## config.mk

```make
export PLATFORM = sky130hd
export DESIGN_NAME = hazard_unit
export DESIGN_NICKNAME = d
export VERILOG_FILES = /design/src/rtl/hazard_unit.sv
export SDC_FILE = /design/constraint.sdc
export NUM_CORES = 1
export LEC_CHECK = 0
export ABC_AREA = 1
export CAP_MARGIN = 10
export CORE_MARGIN = 3
export CORE_UTILIZATION = 40
export CTS_CLUSTER_DIAMETER = 200
export DETAILED_ROUTE_END_ITERATION = 6
export MAX_ROUTING_LAYER = met4
export PLACE_DENSITY = 0.79
export SKIP_CTS_REPAIR_TIMING = 1
export SYNTH_ARGS = -nofsm -noshare
export SYNTH_HDL_FRONTEND = slang
export SYNTH_SLANG_ARGS = --single-unit
```

## constraint.sdc

```tcl
create_clock -name clk -period 2.8 [get_ports clk]
set_input_delay 0.42 -clock clk [delete_from_list [all_inputs] [get_ports clk]]
set_output_delay 0.42 -clock clk [all_outputs]
set_load 0.005 [all_outputs]
```

## src/rtl/hazard_unit.sv

```systemverilog
// Load-use / control-flow hazard detector beside the ID stage of the 5-stage MIPS core.
// Define HAZARD_STATS_EN to add saturating stall/flush event counters.
module hazard_unit #(
  parameter int LOAD_STALL_CYCLES = 1,
  parameter int REG_ADDR_W        = 5
) (
  input  logic                  clk,
  input  logic                  reset,
  input  logic                  id_valid,
  input  logic [REG_ADDR_W-1:0] id_rs,
  input  logic [REG_ADDR_W-1:0] id_rt,
  input  logic                  id_uses_rt,
  input  logic                  id_mem_read,
  input  logic [REG_ADDR_W-1:0] id_dest,
  input  logic                  id_jump,
  input  logic                  ex_branch_taken,
  output logic                  bubble,
  output logic                  pc_write,
  output logic                  ifid_write,
`ifdef HAZARD_STATS_EN
  output logic                  ifid_flush,
  output logic [15:0]           stall_count,
  output logic [15:0]           flush_count
`else
  output logic                  ifid_flush
`endif
);

  typedef enum logic {RUN, LOAD_STALL} state_t;

  localparam logic [1:0] STALL_INIT = 2'(LOAD_STALL_CYCLES - 1);

  state_t                  state, state_nxt;
  logic [1:0]              cnt, cnt_nxt;
  logic                    ld_valid, ld_valid_nxt;
  logic [REG_ADDR_W-1:0]   ld_dst;
  logic                    hit;

  // Writes to $0 are discarded, so a load targeting it can never feed a consumer.
  assign hit = id_valid & ld_valid & (ld_dst != '0) &
               ((id_rs == ld_dst) | (id_uses_rt & (id_rt == ld_dst)));

  always_comb begin
    state_nxt  = state;
    cnt_nxt    = cnt;
    bubble     = 1'b0;
    pc_write   = 1'b1;
    ifid_write = 1'b1;
    ifid_flush = 1'b0;

    if (ex_branch_taken) begin
      bubble     = 1'b1;
      ifid_flush = 1'b1;
      state_nxt  = RUN;
      cnt_nxt    = 2'd0;
    end else if (state == LOAD_STALL) begin
      bubble     = 1'b1;
      pc_write   = 1'b0;
      ifid_write = 1'b0;
      if (cnt <= 2'd1) begin
        state_nxt = RUN;
        cnt_nxt   = 2'd0;
      end else begin
        cnt_nxt = cnt - 2'd1;
      end
    end else if (hit) begin
      bubble     = 1'b1;
      pc_write   = 1'b0;
      ifid_write = 1'b0;
      if (LOAD_STALL_CYCLES > 1) begin
        state_nxt = LOAD_STALL;
        cnt_nxt   = STALL_INIT;
      end
    end else if (id_jump & id_valid) begin
      ifid_flush = 1'b1;
    end

    if (reset) begin
      bubble     = 1'b1;
      pc_write   = 1'b0;
      ifid_write = 1'b0;
      ifid_flush = 1'b0;
    end

    // A load squashed by a bubble or a branch never reaches EX, so it is not tracked.
    ld_valid_nxt = id_valid & id_mem_read & ~bubble & ~ex_branch_taken;
  end

  always_ff @(posedge clk or posedge reset) begin
    if (reset) begin
      state    <= RUN;
      cnt      <= 2'd0;
      ld_valid <= 1'b0;
      ld_dst   <= '0;
    end else begin
      state    <= state_nxt;
      cnt      <= cnt_nxt;
      ld_valid <= ld_valid_nxt;
      ld_dst   <= id_dest;
    end
  end

`ifdef HAZARD_STATS_EN
  function automatic logic [15:0] sat_inc(input logic [15:0] v);
    return (v == 16'hFFFF) ? v : v + 16'd1;
  endfunction

  always_ff @(posedge clk or posedge reset) begin
    if (reset) begin
      stall_count <= 16'd0;
      flush_count <= 16'd0;
    end else begin
      if (bubble & ~ex_branch_taken) stall_count <= sat_inc(stall_count);
      if (ifid_flush)                flush_count <= sat_inc(flush_count);
    end
  end
`endif

endmodule

```

==> results of run 1 <==
-- stage by stage --
stage               instance area [um2]  total power, mW  setup WS (ps)  std cells
global placement                    807            0.212            445        124
CTS                                 833            0.312            348        128
global route                        833            0.326            269        128
floorplan                           539            0.170           1310         85
detailed placement                  807            0.213            416        124
finish                              833            0.308            348        128
-- synth_stat cells --
| cell | number | share of area, % |
|---|---|---|
| nor2_2 | 1 | 1.2 |
| nand3_1 | 4 | 3.7 |
| nor2_1 | 13 | 9.0 |
| a21oi_1 | 3 | 2.8 |
| nand4_1 | 1 | 1.2 |
| inv_2 | 3 | 2.1 |
| nand3_2 | 1 | 1.9 |
| dfrtp_1 | 9 | 42 |
| xnor2_1 | 1 | 1.6 |
| buf_4 | 1 | 1.4 |
| inv_1 | 16 | 11 |
| nand2_1 | 32 | 22 |
-- kinds of logic after synthesis --
group / synth area share (%)
XOR/XNOR: 1.62
AND/OR/NAND/NOR: 39.2
buffers and inverters: 14.6
AO/OA/AOI/OAI: 2.78
flip-flops: 41.8
-- where the power goes --
part	switching (mW)	internal (mW)	leakage [nW]
Clock	0.0413	0.0546	0.0150
Sequential	0.00451	0.135	0.113
Combinational	0.0286	0.0434	0.332
Total	0.0744	0.233	0.460
-- path summary, 6_finish.rpt --
path                            from          to  cells past startpoint
min                           cnt[1]       state                      2
min in group asynchronous      reset       state                      3
max                         id_rt[1]  ifid_flush                     10
max in group asynchronous      reset   ld_dst[3]                      3
max reg2reg                ld_dst[0]    ld_valid                      9
min reg2reg                   cnt[1]       state                      2
-- metal layers --
layer / vias up / part of all wire [%] / GRT usage (%)
met3: 2 / 6.4 / 3.81
met1: 233 / 43 / 16.6
met5: - / 0 / -
met2: 16 / 50 / 25.1
li1: 305 / - / -
met4: 0 / 0.40 / 5.59
-- worst max-delay path: cells and delay by family --
family	cells	cell delay (ps)
and+or+nand+nor	8	590
buffers and inverters	2	1010
-- layout by cell type, fill, tap and decap left out --
cell type | synthesis | routed
inv_2 | 3 | 3
buf_4 | 1 | 1
a21oi_1 | 3 | 3
nand3_1 | 4 | 4
nand2_1 | 32 | 32
xnor2_1 | 1 | 1
nor2_2 | 1 | 1
nand3_2 | 1 | 1
nand4_1 | 1 | 1
dfrtp_1 | 9 | 9
nor2_1 | 13 | 13
clkbuf_4 | 0 | 3
clkbuf_1 | 0 | 1
clkdlybuf4s50_1 | 0 | 25
inv_1 | 16 | 16
-- flip-flops by register name, indices dropped and copies added, names as in the netlist --
register and flops:
ld_valid 1, cnt 2, ld_dst 5, state 1
-- final cells by class --
class	instances	area (um2)
fillers	98	353
repair buffers	26	258
multi-input cells	56	235
flip-flops and latches	9	225
inverters	19	71.3
clock buffers	4	26.3
well taps	14	17.5
==> metrics.cfg, run 1 <==
[global_route]
track_usage_pct=14.9
grt_first_pass_wirelength_mm=1.98
overflow=0
grt_max_degree=10
antenna_found_initial=0
grt_pass1_vias=505

[final_layout]
syn_to_final_growth_pct=54.5
fin_nets=137
antennaDiodeCount=0
drive_gt1_share_pct=7.89
fin_util_pct=70.3

[worst_setup_path]
critPathLaunchType=input port
crit_chain=clkdlybuf4s50_1 > nand2_1 > nand2_1 > nor2_1 > nand3_1 > nand2_1 > nand3_1 > nand2_1 > nor2_1 > clkdlybuf4s50_1
path_common_cell=nand2_1
cp.required_ps=2380
cp_max_fo=2
cp-end-kind=primary output
crit_slowest_cell=clkdlybuf4s50_1
worst_ep_arrival_time_ps=2030
r2r_slack_ps=1690
critical_path_class=input port to primary output
slowest_delay_ps=520

[floorplanning]
die_x_um=42.7
rows=12
ios=26
core_um2=1190
initial_core_util_pct=45.5
dieArea_um2=1820
dieHeight_um=42.7

[detailed_routing]
drtIter0Drc=6
ant_nets=0
vias_per_cell=4.34
wirelength_mm=1.26
drcViolationCount=0
wl_per_cell_um=9.82
routed-via-count=556
first_pass_iters=4

[cts]
clkSlewWorstSetupHoldPaths_ps=60
cts_tree=yes
clock_latency_ps=260
h-tree-depth=1
cts_buffer_depth=2
numCtsBuffers=3
cts_num_sinks=9
cts_root_buffer=clkbuf_4

[flow_run]
drv_cap=0

[synthesis]
ys_seq_elements=9
ys_seq_area_share_pct=41.8
ys.warnings.count=0
synth.distinct_cells=12
synthesis.nets=107
avgSynthCellArea_um2=6.34
netlist_area_um2=539
syn_inst=85

[timing]
maxSlewHeadroom_pct=86.0
worstMarginPinSlew_ps=209
setup_tns_ps=0
rsz0062_at_grt=no
slew_viol_final=0
fin_skew_ps=10.4
setup-violations-final=0
max_freq_mhz=408
post-route-min-period_ps=2450
min_period_over_period_pct=87.6
hold_viol=0
whs_ps=503

[hold_path]
hold_class=register to register

[status]
outcome=complete, no violations

[place]
gp_congestion=0.809
dp_hpwl_um=976
port_buffers=25

[pwr]
power_per_cell_area_nw_per_um2=369
vdd_ir_drop_max_mv=0.288
power.leakage_nw=0.460

Power figures use the tool's default switching activity.
==> run 2: changes to the inputs <==
--- a/config.mk
+++ b/config.mk
@@ -8,11 +8,11 @@
 export ABC_AREA = 1
 export CAP_MARGIN = 10
 export CORE_MARGIN = 3
-export CORE_UTILIZATION = 40
+export CORE_UTILIZATION = 41
 export CTS_CLUSTER_DIAMETER = 200
 export DETAILED_ROUTE_END_ITERATION = 6
 export MAX_ROUTING_LAYER = met4
-export PLACE_DENSITY = 0.79
+export PLACE_DENSITY = 0.81
 export SKIP_CTS_REPAIR_TIMING = 1
 export SYNTH_ARGS = -nofsm -noshare
 export SYNTH_HDL_FRONTEND = slang
==> metrics.cfg, run 2 (synthesized netlist as in run 1, its figures left out) <==
[floorplanning]
die_x_um=42.3
initial_core_util_pct=46.0
ios=26
rows=12
dieHeight_um=42.3
dieArea_um2=1790
core_um2=1170

[pwr]
p_int_mw=0.231
power.share.clock_pct=30.6
p_comb_share_pct=23.5
vdd_ir_drop_max_mv=0.299
seqPwrFrac_pct=45.9
power.leakage_nw=0.463
power_per_cell_area_nw_per_um2=364
switching_share_pct=24.0
power_switching_mw=0.0730

[flow_run]
drv_cap=0

[place]
dp_hpwl_mm=1.01
gp_congestion=0.815
place_inst=124
port_buffers=25

[final_layout]
fillers=107
syn_to_final_growth_pct=54.8
drive_gt1_share_pct=8.77
seqCellArea_um2=225
antennaDiodeCount=0
fin_nets=137
top_regs=ld_dst: 5 flops, cnt: 2 flops
stdcell_count=128
fin_util_pct=71.3
regMostFlops=ld_dst
largest_reg_flops=5
final_common_cell=nand2_1
layout_common_cells=32 x nand2_1, 25 x clkdlybuf4s50_1, 16 x inv_1, 13 x nor2_1, 9 x dfrtp_1
multiInputGateArea_um2=235

[worst_setup_path]
r2r_cells=9
critPathLaunchType=input port
cp_max_fo=2
cp.buffers_inverters=3
worst_ep_arrival_time_ps=1960
crit_chain=clkdlybuf4s50_1 > inv_1 > nand2_1 > nand2_1 > nor2_1 > nand3_1 > nand2_1 > nand2_1 > nand3_2 > clkdlybuf4s50_1
critPathTopFamily=buffers and inverters
crit_slowest_cell=clkdlybuf4s50_1
path_depth=10
critical_path_class=input port to primary output
cp-end-kind=primary output
cp.required_ps=2380
slowest_delay_ps=500
path_common_cell=nand2_1

[cts]
clock_latency_ps=250
clkSlewWorstSetupHoldPaths_ps=60
cts_buffer_depth=2
h-tree-depth=1
cts_tree=yes
numCtsBuffers=3
cts_num_sinks=9
cts_root_buffer=clkbuf_4

[global_route]
grt_max_degree=11
antenna_found_initial=0
grt_first_pass_wirelength_mm=2.04
grt_pass1_vias=498
track_usage_pct=14.9
overflow=0

[timing]
min_period_over_period_pct=85.1
worstMarginPinSlew_ps=187
slew_viol_final=0
max_freq_mhz=420
hold_viol=0
fin_skew_ps=1.21
post-route-min-period_ps=2380
setup-violations-final=0
setup_tns_ps=0
rsz0062_at_grt=no
maxSlewHeadroom_pct=87.5

[hold_path]
hold_class=input port to async pin

[detailed_routing]
wirelength_mm=1.16
routed-via-count=556
first_pass_iters=3
drcViolationCount=0
drtIter0Drc=9
wl_per_cell_um=9.03
ant_nets=0
vias_per_cell=4.34

[status]
outcome=complete, no violations

-- run 2: changes by cell type in the layout (fill, tap and decap cells not counted), sizes merged --
cell,before,now
clkbuf,4,3
clkinv,0,1
-- run 2: power by group through the flow --
stage / logic (mW) / registers, mW / clock network (mW)
3_5_place_dp: 0.0718 / 0.142 / 0
3_3_place_gp: 0.0705 / 0.142 / 0
2_1_floorplan: 0.0291 / 0.141 / 0
5_1_grt: 0.0807 / 0.140 / 0.103
4_1_cts: 0.0723 / 0.139 / 0.0971
6_report: 0.0713 / 0.139 / 0.0931
-- run 2: path summary, 6_finish.rpt --
kind | from | endpoint | slack (ps)
setup / recovery | id_rs[0] | bubble | 420
hold / removal | reset | ld_dst[4] | 480
setup reg to reg | ld_dst[3] | ld_valid | 1690
hold reg to reg | cnt[0] | cnt[0] | 510
max in group asynchronous | reset | ld_valid | 2190
min in group clk | cnt[0] | cnt[0] | 510
-- run 2: worst min-delay path, stage by stage --
cell             delay (ps)
clkdlybuf4s50_1         420
inv_1                    60
buf_4                   170
-- run 2: per-layer routing --
metal | track usage (%) | routed length, um | up-vias | part of all wire, %
met4 | 3.73 | 6 | 0 | 0.52
met5 | - | 0 | - | 0
met1 | 19.0 | 544 | 239 | 47
li1 | - | - | 303 | -
met3 | 3.43 | 60 | 2 | 5.2
met2 | 23.7 | 544 | 12 | 47
-- run 2: final cells by class --
type	instances	area share [%]
clock buffer	3	2.70
clock inverter	1	0.600
inverter	19	8.55
multi-input combinational	56	28.2
sequential	9	27.0
tap	14	2.10
timing repair buffer	26	30.9
-- run 2: metrics by stage --
step	instance area, um2	hold WS, ps	worst slack, ps	power, mW
after floorplan	539	263	1310	0.170
after global placement	807	484	451	0.212
after detailed placement	807	504	404	0.214
after CTS	835	470	405	0.309
after global routing	835	504	252	0.324
final	835	477	418	0.304
==> run 3: changes to the inputs <==
--- a/config.mk
+++ b/config.mk
@@ -12,7 +12,7 @@
 export CTS_CLUSTER_DIAMETER = 200
 export DETAILED_ROUTE_END_ITERATION = 6
 export MAX_ROUTING_LAYER = met4
-export PLACE_DENSITY = 0.81
+export PLACE_DENSITY = 0.84
 export SKIP_CTS_REPAIR_TIMING = 1
 export SYNTH_ARGS = -nofsm -noshare
 export SYNTH_HDL_FRONTEND = slang
==> metrics.cfg, run 3 (synthesized netlist as in run 1, its figures left out) <==
[timing]
max_freq_mhz=421
setup_tns_ps=0
fin_ws_ps=422
slew_viol_final=0
rsz0062_at_grt=no
whs_ps=505
min_period_over_period_pct=84.9
maxSlewHeadroom_pct=87.2
worstMarginPinSlew_ps=192
fin_skew_ps=11.9
hold_viol=0
post-route-min-period_ps=2380
setup-violations-final=0

[worst_setup_path]
worst_ep_arrival_time_ps=1960
critical_path_class=input port to primary output
cp-end-kind=primary output
cp_max_fo=2
cp.required_ps=2380
critPathLaunchType=input port

[detailed_routing]
vias_per_cell=4.29
drcViolationCount=0
wl_per_cell_um=9.40
wirelength_mm=1.20
ant_nets=0
first_pass_iters=1
routed-via-count=549
drtIter0Drc=0

[global_route]
antenna_found_initial=0
grt_max_degree=10
grt_first_pass_wirelength_mm=2.01
grt_pass1_vias=502
overflow=0
track_usage_pct=15.0

[place]
port_buffers=25
place_inst=124
dp_hpwl_um=951
gp_congestion=0.802
post-place-ws_ps=432

[final_layout]
final_common_cell=nand2_1
fillers=111
largest_reg_flops=5
regMostFlops=ld_dst
top_regs=ld_dst: 5 flops, cnt: 2 flops
fin_nets=137
layout_common_cells=32 x nand2_1, 25 x clkdlybuf4s50_1, 16 x inv_1, 13 x nor2_1, 9 x dfrtp_1
fin_util_pct=71.2
drive_gt1_share_pct=7.89
stdcell_count=128
antennaDiodeCount=0
syn_to_final_growth_pct=54.5

[cts]
h-tree-depth=1
numCtsBuffers=3
cts_root_buffer=clkbuf_4
cts_tree=yes
cts_num_sinks=9
clock_latency_ps=260
cts_buffer_depth=2
clkSlewWorstSetupHoldPaths_ps=70

[hold_path]
hold_class=register to register

[pwr]
p_int_mw=0.233
switching_share_pct=24.7
power_switching_mw=0.0767
seqPwrFrac_pct=45.0
power.leakage_nw=0.460
p_comb_share_pct=22.9
power_per_cell_area_nw_per_um2=372
vdd_ir_drop_max_mv=0.248
power.share.clock_pct=32.0

[floorplanning]
ios=26
die_x_um=42.3
dieArea_um2=1790
rows=12
core_um2=1170
dieHeight_um=42.3
initial_core_util_pct=46.0

[flow_run]
drv_cap=0

[status]
outcome=complete, no violations

-- run 3: changes by cell type in the layout (fill, tap and decap cells not counted), sizes merged --
cell and delta:
clkbuf +1, clkinv -1
-- run 3: routing by layer --
layer  GRT usage, %  share of wire (%)  vias up
met5              -                  0        -
met3           5.15                4.7        0
met1           17.6                 45      236
met4           7.45                  0        0
met2           22.8                 50       10
li1               -                  -      303
-- run 3: worst paths after layout --
path                            startpoint        end  slack (ps)  cells after the start
worst min register to register      cnt[1]      state         510                      2
max in group asynchronous            reset  ld_dst[2]        2130                      3
worst max-delay path              id_rs[3]   pc_write         420                     11
worst min-delay path                cnt[1]      state         510                      2
worst max register to register   ld_dst[2]   ld_valid        1720                      9
min in group asynchronous            reset   ld_valid         530                      3
-- run 3: cell type report --
| cell class | count | area [um2] | share of cell area [%] |
|---|---|---|---|
| inverter | 19 | 71.3 | 8.56 |
| tap | 14 | 17.5 | 2.10 |
| multi-input combinational | 56 | 235 | 28.2 |
| sequential | 9 | 225 | 27.0 |
| timing repair buffer | 26 | 258 | 30.9 |
| clock buffer | 4 | 26.3 | 3.15 |
-- run 3: worst max-delay path, cell delays in order --
cell	delay [ps]
clkdlybuf4s50_1	480
inv_1	40
nand2_1	50
nand2_1	40
nor2_1	110
nand3_1	80
nand2_1	80
nand3_1	70
nand2_1	90
inv_1	60
clkdlybuf4s50_1	440
-- run 3: power groups by stage --
stage,clock network [mW],logic [mW],registers (mW)
6_report,0.0993,0.0711,0.140
2_1_floorplan,0,0.0291,0.141
3_5_place_dp,0,0.0711,0.142
5_1_grt,0.108,0.0794,0.140
4_1_cts,0.103,0.0720,0.140
3_3_place_gp,0,0.0701,0.142
-- run 3: per-stage QoR --
stage	power (mW)	cell area, um2
final	0.310	833
after global routing	0.327	833
after CTS	0.315	833
after floorplan	0.170	539
after global placement	0.212	807
after detailed placement	0.213	807
